[config.mk]
export PLATFORM = sky130hd
export DESIGN_NAME = thermal_monitor_mc_flat
export DESIGN_NICKNAME = d
export VERILOG_FILES = /design/src/rtl/thermal_monitor_mc_if.sv /design/src/rtl/thermal_monitor_mc.sv /design/src/flat_wrapper.sv
export SDC_FILE = /design/constraint.sdc
export NUM_CORES = 1
export LEC_CHECK = 0
export ABC_AREA = 1
export CAP_MARGIN = 20
export CORE_UTILIZATION = 59
export CTS_CLUSTER_SIZE = 20
export DETAILED_ROUTE_END_ITERATION = 7
export MAX_ROUTING_LAYER = met4
export PLACE_DENSITY = 0.85
export RECOVER_POWER = 100
export SLEW_MARGIN = 40
export SYNTH_ARGS = -nofsm -noshare
export SYNTH_HDL_FRONTEND = slang
export SYNTH_SLANG_ARGS = --single-unit
[constraint.sdc]
create_clock -name clk -period 10.7 [get_ports clk]
set_input_delay 3.21 -clock clk [delete_from_list [all_inputs] [get_ports clk]]
set_output_delay 3.21 -clock clk [all_outputs]
set_load 0.02 [all_outputs]
[src/rtl/thermal_monitor_mc_if.sv]
// thermal_monitor_mc_if: sensor readings, control inputs and status outputs of the
// multi-channel thermal supervisor; master drives sensors/controls, slave is the supervisor.
interface thermal_monitor_mc_if #(
    parameter int N_CH = 4,
    parameter int TW   = 12,
    parameter int IW   = 2
);
    logic [N_CH-1:0]    temp_rdy;
    logic [N_CH*TW-1:0] temp_bus;
    logic [N_CH-1:0]    ch_enable;
    logic [TW-1:0]      warn_temp;
    logic [TW-1:0]      warn_hyst;
    logic [TW-1:0]      shutdown_temp;
    logic               shutdown_clr;
    logic               peak_clr;
    logic [N_CH-1:0]    warn;
    logic               thermal_shutdown;
    logic [IW-1:0]      trip_ch;
    logic [TW-1:0]      peak_temp;

    modport master (
        output temp_rdy, temp_bus, ch_enable, warn_temp, warn_hyst, shutdown_temp,
               shutdown_clr, peak_clr,
        input  warn, thermal_shutdown, trip_ch, peak_temp
    );
    modport slave (
        input  temp_rdy, temp_bus, ch_enable, warn_temp, warn_hyst, shutdown_temp,
               shutdown_clr, peak_clr,
        output warn, thermal_shutdown, trip_ch, peak_temp
    );
endinterface

[src/rtl/thermal_monitor_mc.sv]
// thermal_monitor_mc: per-channel persistence-qualified over-temperature shutdown latch,
// hysteretic warnings and peak tracking across N_CH sensor channels.
module thermal_monitor_mc #(
    parameter int N_CH        = 4,
    parameter int TW          = 12,
    parameter int PERSIST_CNT = 20000000,
    parameter int CW          = 28,
    parameter int IW          = 2
) (
    input  logic clk,
    input  logic rst,
    thermal_monitor_mc_if.slave bus
);
    logic [N_CH-1:0] sync1_q, sync2_q, warn_q, warn_d, q, over;
    logic [CW-1:0]   cnt_q [N_CH];
    logic [CW-1:0]   cnt_d [N_CH];
    logic [TW-1:0]   temp [N_CH];
    logic [TW-1:0]   peak_q, peak_d, rel;
    logic [IW-1:0]   trip_q, trip_d, trip_idx;
    logic            ts_q, ts_d, any_over, any_trip;

    genvar i;
    for (i = 0; i < N_CH; i++) begin : g_temp
        assign temp[i] = bus.temp_bus[i*TW +: TW];
    end

    always_comb begin
        rel      = (bus.warn_temp >= bus.warn_hyst) ? bus.warn_temp - bus.warn_hyst : '0;
        q        = '0;
        over     = '0;
        warn_d   = warn_q;
        cnt_d    = cnt_q;
        any_over = 1'b0;
        any_trip = 1'b0;
        trip_idx = '0;
        peak_d   = bus.peak_clr ? '0 : peak_q;
        // Descending scan so the lowest tripping channel is the last one written.
        for (int k = N_CH - 1; k >= 0; k--) begin
            q[k]      = sync2_q[k] & bus.ch_enable[k];
            over[k]   = q[k] && (temp[k] > bus.shutdown_temp);
            cnt_d[k]  = !over[k] ? '0 : (cnt_q[k] == CW'(PERSIST_CNT)) ? cnt_q[k] : cnt_q[k] + 1'b1;
            warn_d[k] = !bus.ch_enable[k] ? 1'b0 : !q[k] ? warn_q[k] :
                        (temp[k] > bus.warn_temp) ? 1'b1 : (temp[k] < rel) ? 1'b0 : warn_q[k];
            any_over  = any_over | over[k];
            if (over[k] && cnt_q[k] == CW'(PERSIST_CNT)) begin
                any_trip = 1'b1;
                trip_idx = IW'(k);
            end
            if (q[k] && temp[k] > peak_d) peak_d = temp[k];
        end
        ts_d   = ts_q;
        trip_d = trip_q;
        if (!ts_q && any_trip) begin
            ts_d   = 1'b1;
            trip_d = trip_idx;
        end else if (bus.shutdown_clr && !any_over) begin
            ts_d   = 1'b0;
            trip_d = '0;
        end
    end

    always_ff @(posedge clk) begin
        if (rst) begin
            sync1_q <= '0;
            sync2_q <= '0;
            warn_q  <= '0;
            peak_q  <= '0;
            trip_q  <= '0;
            ts_q    <= 1'b0;
            for (int k = 0; k < N_CH; k++) cnt_q[k] <= '0;
        end else begin
            sync1_q <= bus.temp_rdy;
            sync2_q <= sync1_q;
            warn_q  <= warn_d;
            peak_q  <= peak_d;
            trip_q  <= trip_d;
            ts_q    <= ts_d;
            cnt_q   <= cnt_d;
        end
    end

    assign bus.warn             = warn_q;
    assign bus.thermal_shutdown = ts_q;
    assign bus.trip_ch          = trip_q;
    assign bus.peak_temp        = peak_q;
endmodule

[src/flat_wrapper.sv]
// flat-port wrapper written by rule: the top's interface ports become plain ports
module thermal_monitor_mc_flat 
#(
    parameter int N_CH        = 4,
    parameter int TW          = 12,
    parameter int PERSIST_CNT = 20000000,
    parameter int CW          = 28,
    parameter int IW          = 2
)
  (clk, rst, bus_temp_rdy, bus_temp_bus, bus_ch_enable, bus_warn_temp, bus_warn_hyst, bus_shutdown_temp, bus_shutdown_clr, bus_peak_clr, bus_warn, bus_thermal_shutdown, bus_trip_ch, bus_peak_temp);
  thermal_monitor_mc_if #(.N_CH(N_CH), .TW(TW), .IW(IW)) bus_i ();
  input  logic clk;
  input  logic rst;
  input wire logic [$bits(bus_i.temp_rdy)-1:0] bus_temp_rdy;
  input wire logic [$bits(bus_i.temp_bus)-1:0] bus_temp_bus;
  input wire logic [$bits(bus_i.ch_enable)-1:0] bus_ch_enable;
  input wire logic [$bits(bus_i.warn_temp)-1:0] bus_warn_temp;
  input wire logic [$bits(bus_i.warn_hyst)-1:0] bus_warn_hyst;
  input wire logic [$bits(bus_i.shutdown_temp)-1:0] bus_shutdown_temp;
  input wire logic [$bits(bus_i.shutdown_clr)-1:0] bus_shutdown_clr;
  input wire logic [$bits(bus_i.peak_clr)-1:0] bus_peak_clr;
  output wire logic [$bits(bus_i.warn)-1:0] bus_warn;
  output wire logic [$bits(bus_i.thermal_shutdown)-1:0] bus_thermal_shutdown;
  output wire logic [$bits(bus_i.trip_ch)-1:0] bus_trip_ch;
  output wire logic [$bits(bus_i.peak_temp)-1:0] bus_peak_temp;
  assign bus_i.temp_rdy = bus_temp_rdy;
  assign bus_i.temp_bus = bus_temp_bus;
  assign bus_i.ch_enable = bus_ch_enable;
  assign bus_i.warn_temp = bus_warn_temp;
  assign bus_i.warn_hyst = bus_warn_hyst;
  assign bus_i.shutdown_temp = bus_shutdown_temp;
  assign bus_i.shutdown_clr = bus_shutdown_clr;
  assign bus_i.peak_clr = bus_peak_clr;
  assign bus_warn = bus_i.warn;
  assign bus_thermal_shutdown = bus_i.thermal_shutdown;
  assign bus_trip_ch = bus_i.trip_ch;
  assign bus_peak_temp = bus_i.peak_temp;
  thermal_monitor_mc #(.N_CH(N_CH), .TW(TW), .PERSIST_CNT(PERSIST_CNT), .CW(CW), .IW(IW)) u_core (.clk(clk), .rst(rst), .bus(bus_i));
endmodule
==> results of run 1 <==
final timing paths:
kind                                                          start                                 end  cells past startpoint
worst max-delay path                                   bus_peak_clr  u_core.bus.peak_temp[6]$_SDFF_PP0_                     46
worst min-delay path                   u_core.sync1_q[0]$_SDFF_PP0_        u_core.sync2_q[0]$_SDFF_PP0_                      2
worst max register to register  u_core.bus.peak_temp[11]$_SDFF_PP0_  u_core.bus.peak_temp[6]$_SDFF_PP0_                     44
worst min register to register         u_core.sync1_q[0]$_SDFF_PP0_        u_core.sync2_q[0]$_SDFF_PP0_                      2
stage by stage:
step	setup slack [ns]	area (um^2)	instances
2_1_floorplan	1.87	11900	1711
3_3_place_gp	0.777	13300	2073
3_5_place_dp	0.588	13300	2073
4_1_cts	0.960	13800	2101
5_1_grt	0.127	13700	2101
6_report	0.733	13700	2101
cell type report:
cell class | instances | area (um^2) | share of cell area
timing repair buffer | 119 | 1170 | 0.0855
tap | 265 | 332 | 0.0241
inverter | 258 | 968 | 0.0704
multi-input combinational | 1292 | 7980 | 0.581
clock buffer | 21 | 460 | 0.0335
clock inverter | 7 | 46.3 | 0.00337
sequential | 139 | 2780 | 0.202
worst max-delay path, delay by kind of cell:
kind                     cells  cell delay (ns)
AO/OA/AOI/OAI                7             1.40
AND/OR/NAND/NOR             26             3.02
buffers and inverters        9             1.34
adder cells (fa/ha/maj)      4             1.25
layer usage:
metal  global-route usage  vias to the layer above  wire length (um)
li1                     -                     6015                 -
met1                0.434                     5433             14900
met2                0.569                      462             15500
met3               0.0477                       87              2370
met4                0.148                        0              1280
met5                    -                        -                 0
power groups by stage:
stage	Combinational (uW)	Sequential, uW	Clock, uW
2_1_floorplan	205	539	0
3_3_place_gp	319	537	0
5_1_grt	381	526	549
6_report	340	526	518
4_1_cts	335	526	526
3_5_place_dp	332	537	0
logic make-up after synthesis:
family	count (synthesis)
AND/OR/NAND/NOR	789
buffers and inverters	280
AO/OA/AOI/OAI	276
XOR/XNOR	21
adder cells (fa/ha/maj)	206
flip-flops	139
sequential cells by signal (all words and copies together), names as in the netlist:
signal	cells
u_core.sync2_q	4
u_core.bus.thermal_shutdown	1
u_core.bus.trip_ch	2
u_core.sync1_q	4
u_core.cnt_q	112
u_core.bus.peak_temp	12
u_core.bus.warn	4
cells in the final DEF (no fill, tap or decap), types with 56 or more instances in the layout:
| cell | count |
|---|---|
| nand2_1 | 324 |
| inv_1 | 255 |
| ha_1 | 205 |
| nor2_1 | 150 |
| dfxtp_1 | 139 |
| a21oi_1 | 133 |
| nand3_1 | 101 |
| clkdlybuf4s50_1 | 89 |
| o21ai_0 | 68 |
| nor3_1 | 56 |
==> flow_summary.json, run 1 <==
{
  "status": "completed",
  "rsz0062_at_grt": "no",
  "cp_common_cell": "nand2_1",
  "yosysMostFrequentCell": "nand2_1",
  "timing.final.crit_share": 0.932,
  "critical_path_class": "in2reg",
  "finClkSkew_ns": 0.00865,
  "boundaryPins": 115,
  "cts_buffer_depth": 2,
  "max_slew.worst_pin.slew_ns": 0.930,
  "startpoint_type": "input port",
  "area_delta_synth_final_pct": 16.0,
  "start_util": 0.605,
  "critPathArrivalTime_ns": 10.28,
  "drt_iter0_drc": 923,
  "crit_path_top_delay_cell": "clkdlybuf4s50_1",
  "rows": 51,
  "synth_compound_area_frac": 0.133,
  "clock_latency_ns": 0.42,
  "synth_top_family_by_area": "simple AND/OR/NAND/NOR gates",
  "power_uw": 1380,
  "clock_power_share": 0.374,
  "cts_setup_buffers": 0,
  "synthXorXnorAreaFrac": 0.0155,
  "postSynthCellCount": 1711,
  "hold_viol": 0,
  "first_global_vias": 11101,
  "htree_levels": 4,
  "worst_hold_slack_ns": 0.405,
  "cp-end-kind": "flop",
  "avgRoutedWirePerCell_um": 16.2,
  "fin_util": 0.702,
  "pwr_density_cell_nw_per_um2": 101,
  "ys_types": 47,
  "setup_viol": 0,
  "synth_fp_nets": 2013,
  "cts_resized": 0,
  "synth_top_area_frac": 0.235,
  "fin_nets": 2129,
  "critical-path-max-stage-delay_ns": 0.42,
  "io_buffers": 114,
  "dr.pass1.iters": 7,
  "die_area_um2": 20700,
  "combPwrFrac": 0.246,
  "power.switching_uw": 420,
  "grt_pass1_wl_um": 54400,
  "synth_edf_count": 0,
  "synth_ff_type": "dfxtp_1",
  "vias": 11997,
  "switching_share": 0.304,
  "cts_made_buffers": 17,
  "ff2ff_setup_slack_ns": 3.88,
  "period_needed_ns": 9.97,
  "power.share.sequential": 0.380,
  "async_reset_ff_frac": 0,
  "hold_class": "reg2reg",
  "cts_tree": "yes",
  "clock-sinks": 139,
  "overflow": 0,
  "ys_seq_area_frac": 0.235,
  "critPathRequiredTime_ns": 11.02,
  "maxSlewViolCount": 0,
  "ys.warnings.count": 0,
  "cts_root_buffer": "clkbuf_16",
  "drtAntennaViolNets": 0,
  "fp.coreArea_um2": 19600,
  "diodes": 0,
  "viasPerCell": 5.71,
  "synthesis.area_um2": 11900,
  "path_max_fanout": 24,
  "synth_simple_gate_area_frac": 0.308,
  "yosys.area.top_type": "dfxtp_1",
  "drv_cap": 0,
  "synth-adder-area-share": 0.218,
  "fillers": 1675,
  "drc": 0,
  "synth.area.top_cells": "dfxtp_1, ha_1, nand2_1",
  "gp_congestion": 1.07,
  "grtUsageTotal": 0.350,
  "dp_hpwl_um": 27500,
  "fmax_ghz": 0.100,
  "intPower_uw": 964,
  "clk_pin_slew_worst_paths_ns": 0.06,
  "die_h_um": 144,
  "postSynthAreaPerCell_um2": 6.93,
  "relSlewSlack": 0.378,
  "hold_buffers": 0,
  "setup_tns_ns": 0,
  "grt_max_degree": 29,
  "die_w_um": 144,
  "p_leak_uw": 0.00603,
  "ir_worst_vdd_uv": 129,
  "ys_top_cells_by_count": "nand2_1, inv_1, ha_1",
  "antenna_found_initial": 0,
  "drt-total-wl_um": 34100,
  "drive_gt1_frac": 0.0496,
  "ys_seq_elements": 139,
  "synthMuxAreaShare": 0
}
Note: power is estimated with default switching activity, not from simulation.
==> run 2: changes to the inputs <==
--- a/config.mk
+++ b/config.mk
@@ -7,11 +7,11 @@
 export LEC_CHECK = 0
 export ABC_AREA = 1
 export CAP_MARGIN = 20
-export CORE_UTILIZATION = 59
+export CORE_UTILIZATION = 50
 export CTS_CLUSTER_SIZE = 20
 export DETAILED_ROUTE_END_ITERATION = 7
 export MAX_ROUTING_LAYER = met4
-export PLACE_DENSITY = 0.85
+export PLACE_DENSITY = 0.74
 export RECOVER_POWER = 100
 export SLEW_MARGIN = 40
 export SYNTH_ARGS = -nofsm -noshare
==> flow_summary.json, run 2 (same netlist as run 1, synthesis figures left out) <==
{
  "status": "completed",
  "avgRoutedWirePerCell_um": 15.4,
  "startpoint_type": "input port",
  "critPathArrivalTime_ns": 10.20,
  "grt_max_degree": 29,
  "worst_hold_slack_ns": 0.397,
  "multi_input_area_um2": 7990,
  "area_delta_synth_final_pct": 17.4,
  "drv_cap": 0,
  "fin_nets": 2127,
  "setup_tns_ns": 0,
  "ir_worst_vdd_uv": 89.7,
  "hold_viol": 0,
  "gp_congestion": 0.987,
  "timing.final.crit_share": 0.924,
  "drt-total-wl_um": 33300,
  "io_buffers": 114,
  "finClkSkew_ns": 0.0147,
  "final_common_cell": "nand2_1",
  "antenna_found_initial": 3,
  "first_global_vias": 11121,
  "drtAntennaViolNets": 0,
  "start_util": 0.517,
  "htree_levels": 4,
  "dr.pass1.iters": 5,
  "drc": 0,
  "overflow": 0,
  "path_max_fanout": 24,
  "cts_root_buffer": "clkbuf_16",
  "period_needed_ns": 9.88,
  "grt_pass1_wl_um": 53800,
  "pwr_density_cell_nw_per_um2": 106,
  "clock-sinks": 139,
  "dp.cells": 2119,
  "setup_viol": 0,
  "mostFrequentLayoutCells": "nand2_1, inv_1, ha_1",
  "critical_path_class": "in2reg",
  "hold_class": "reg2reg",
  "boundaryPins": 115,
  "hold_buffers": 0,
  "regMostFlops": "u_core.cnt_q",
  "drt_iter0_drc": 694,
  "clk_pin_slew_worst_paths_ns": 0.07,
  "regArea_um2": 2780,
  "maxSlewViolCount": 0,
  "vias": 11723,
  "cp-end-kind": "flop",
  "fmax_ghz": 0.101,
  "dp_hpwl_um": 26700,
  "power_uw": 1480,
  "max_slew.worst_pin.slew_ns": 0.942,
  "cts_resized": 0,
  "largest_reg_flops": 112,
  "cts_setup_buffers": 0,
  "final_cells": 2153,
  "cts_tree": "yes",
  "die_h_um": 156,
  "clock_latency_ns": 0.43,
  "die_w_um": 156,
  "rsz0062_at_grt": "no",
  "viasPerCell": 5.44,
  "fillers": 2106,
  "grtUsageTotal": 0.288,
  "die_area_um2": 24300,
  "cts_buffer_depth": 2,
  "rows": 55,
  "critPathRequiredTime_ns": 11.02,
  "p_leak_uw": 0.00608,
  "fin_util": 0.607,
  "relSlewSlack": 0.370,
  "critical-path-max-stage-delay_ns": 0.42,
  "crit_path_top_delay_cell": "clkdlybuf4s50_1",
  "cts_made_buffers": 17,
  "fp.coreArea_um2": 22900,
  "cp_common_cell": "nand2_1",
  "drive_gt1_frac": 0.0517
}
run 2: final timing paths:
check	start	to	slack, ns	cells past startpoint
setup reg to reg	u_core.bus.peak_temp[11]$_SDFF_PP0_	u_core.bus.peak_temp[7]$_SDFF_PP0_	3.90	40
hold / removal	u_core.sync1_q[2]$_SDFF_PP0_	u_core.sync2_q[2]$_SDFF_PP0_	0.40	2
hold reg to reg	u_core.sync1_q[2]$_SDFF_PP0_	u_core.sync2_q[2]$_SDFF_PP0_	0.40	2
setup / recovery	bus_peak_clr	u_core.bus.peak_temp[7]$_SDFF_PP0_	0.82	46
run 2: power by group:
group          switching, uW  internal (uW)  total [uW]
clock                    278            339         616
sequential              3.71            522         525
combinational            195            139         334
total                    477            999        1480
run 2: critical path, delay by kind of cell:
kind | cells | cell delay, ns
compound gates | 7 | 1.28
fa+ha+maj | 4 | 1.27
buf+inv | 9 | 1.37
simple gates | 26 | 3.04
run 2: final cells by class:
type,instances,share of cell area
Antenna cell,2,0.000360
Inverter,258,0.0696
Tap cell,313,0.0281
Sequential cell,139,0.200
Timing Repair Buffer,117,0.0833
Multi-Input combinational cell,1292,0.574
Clock inverter,15,0.0143
Clock buffer,17,0.0306
run 2: layer usage:
metal	part of all wire	GRT usage	vias to the layer above
li1	-	-	6000
met1	0.44	0.343	5289
met2	0.46	0.482	353
met3	0.059	0.0408	81
met4	0.039	0.126	0
met5	0	-	-
run 2: stage by stage:
step	instance area [um^2]	worst slack, ns
6_report	13900	0.817
4_1_cts	13900	0.932
2_1_floorplan	11900	1.87
5_1_grt	13900	0.0251
3_5_place_dp	13300	0.481
3_3_place_gp	13300	0.739
==> run 3: changes to the inputs <==
--- a/config.mk
+++ b/config.mk
@@ -10,8 +10,9 @@
 export CORE_UTILIZATION = 50
 export CTS_CLUSTER_SIZE = 20
 export DETAILED_ROUTE_END_ITERATION = 7
+export DONT_BUFFER_PORTS = 1
 export MAX_ROUTING_LAYER = met4
-export PLACE_DENSITY = 0.74
+export PLACE_DENSITY = 0.68
 export RECOVER_POWER = 100
 export SLEW_MARGIN = 40
 export SYNTH_ARGS = -nofsm -noshare
==> flow_summary.json, run 3 (same netlist as run 1, synthesis figures left out) <==
{
  "rows": 55,
  "clock_power_share": 0.443,
  "critical_path_class": "in2reg",
  "rsz0062_at_grt": "no",
  "intPower_uw": 981,
  "vias": 11225,
  "switching_share": 0.311,
  "io_buffers": 0,
  "area_delta_synth_final_pct": 7.45,
  "viasPerCell": 5.52,
  "drt-total-wl_um": 32500,
  "fillers": 2253,
  "drv_cap": 0,
  "drtAntennaViolNets": 0,
  "power.switching_uw": 443,
  "startpoint_type": "input port",
  "combPwrFrac": 0.185,
  "final_cells": 2035,
  "power.share.sequential": 0.372,
  "drive_gt1_frac": 0.0534,
  "p_leak_uw": 0.00557,
  "grtUsageTotal": 0.283,
  "relSlewSlack": 0.356,
  "overflow": 0,
  "fmax_ghz": 0.104,
  "cts_root_buffer": "clkbuf_16",
  "boundaryPins": 115,
  "status": "completed",
  "grt_pass1_wl_um": 52400,
  "clock-sinks": 139,
  "setup_tns_ns": 0,
  "setup_viol": 0,
  "ir_worst_vdd_uv": 89.7,
  "fin_nets": 2011,
  "path_max_fanout": 24,
  "gp_congestion": 0.930,
  "mostFrequentLayoutCells": "nand2_1, inv_1, ha_1",
  "hold_buffers": 0,
  "drt_iter0_drc": 833,
  "clock_latency_ns": 0.43,
  "power_uw": 1420,
  "max_slew.worst_pin.slew_ns": 0.964,
  "dp_hpwl_um": 26000,
  "clk_pin_slew_worst_paths_ns": 0.07,
  "diodes": 0,
  "avgRoutedWirePerCell_um": 16.0,
  "critPathArrivalTime_ns": 9.97,
  "die_w_um": 156,
  "antenna_found_initial": 0,
  "hold_viol": 0,
  "cp-end-kind": "flop",
  "htree_levels": 4,
  "maxSlewViolCount": 0,
  "cts_resized": 0,
  "finClkSkew_ns": 0.0133,
  "cts_made_buffers": 17,
  "pwr_density_cell_nw_per_um2": 112,
  "timing.final.crit_share": 0.900,
  "dp.cells": 2003,
  "dr.pass1.iters": 5,
  "die_h_um": 156,
  "cts_buffer_depth": 2,
  "largest_reg_flops": 112,
  "crit_path_top_delay_cell": "nor3_1",
  "critPathRequiredTime_ns": 11.03,
  "hold_class": "reg2reg",
  "final_common_cell": "nand2_1",
  "drc": 0,
  "first_global_vias": 10222,
  "cp_common_cell": "nand2_1",
  "die_area_um2": 24300,
  "critical-path-max-stage-delay_ns": 0.35,
  "period_needed_ns": 9.63,
  "grt_max_degree": 29,
  "fp.coreArea_um2": 22900,
  "cts_tree": "yes",
  "regMostFlops": "u_core.cnt_q",
  "start_util": 0.517,
  "cts_setup_buffers": 0
}
run 3: final cells by class:
type                    count  area, um^2  share of cell area
clock buffers              17         425              0.0334
well taps                 313         392              0.0307
multi-input cells        1292        7980               0.626
clock inverters            15         183              0.0143
inverters                 258         968              0.0760
repair buffers              1        7.51            0.000589
flip-flops and latches    139        2780               0.218
run 3: worst paths after layout:
check | cells past startpoint | slack (ns) | from | endpoint
worst max-delay path | 45 | 1.07 | bus_peak_clr | u_core.bus.peak_temp[8]$_SDFF_PP0_
worst min-delay path | 2 | 0.41 | u_core.sync1_q[0]$_SDFF_PP0_ | u_core.sync2_q[0]$_SDFF_PP0_
worst max register to register | 44 | 3.54 | u_core.bus.peak_temp[11]$_SDFF_PP0_ | u_core.bus.peak_temp[8]$_SDFF_PP0_
worst min register to register | 2 | 0.41 | u_core.sync1_q[0]$_SDFF_PP0_ | u_core.sync2_q[0]$_SDFF_PP0_
run 3: per-layer routing:
layer | share of wire | routed length (um) | track usage | up-vias
met2 | 0.45 | 14600 | 0.456 | 290
met5 | 0 | 0 | - | -
met4 | 0.018 | 578 | 0.0677 | 0
met1 | 0.46 | 15000 | 0.358 | 5117
li1 | - | - | - | 5775
met3 | 0.071 | 2300 | 0.0606 | 43
run 3: power by group through the flow:
| stage | logic, uW | registers [uW] | clock network (uW) |
|---|---|---|---|
| floorplan | 205 | 539 | 0 |
| global placement | 250 | 542 | 0 |
| detailed placement | 259 | 542 | 0 |
| CTS | 261 | 530 | 638 |
| global route | 308 | 530 | 663 |
| finish | 264 | 530 | 630 |
run 3: worst max-delay path: cells and delay by family:
family          cells  cell delay (ns)
simple gates       26             3.29
compound gates      7             1.29
fa+ha+maj           4             1.24
buf+inv             8             0.91
run 3: through the flow:
| stage | setup WS [ns] | util | area (um^2) | hold WS [ns] |
|---|---|---|---|---|
| after CTS | 1.35 | 0.557 | 12800 | 0.411 |
| after floorplan | 1.87 | - | 11900 | 0.388 |
| after global placement | 1.06 | 0.530 | 12100 | 0.390 |
| after global routing | 0.214 | 0.556 | 12700 | 0.424 |
| final | 1.07 | 0.556 | 12700 | 0.411 |
| after detailed placement | 0.910 | 0.530 | 12200 | 0.402 |
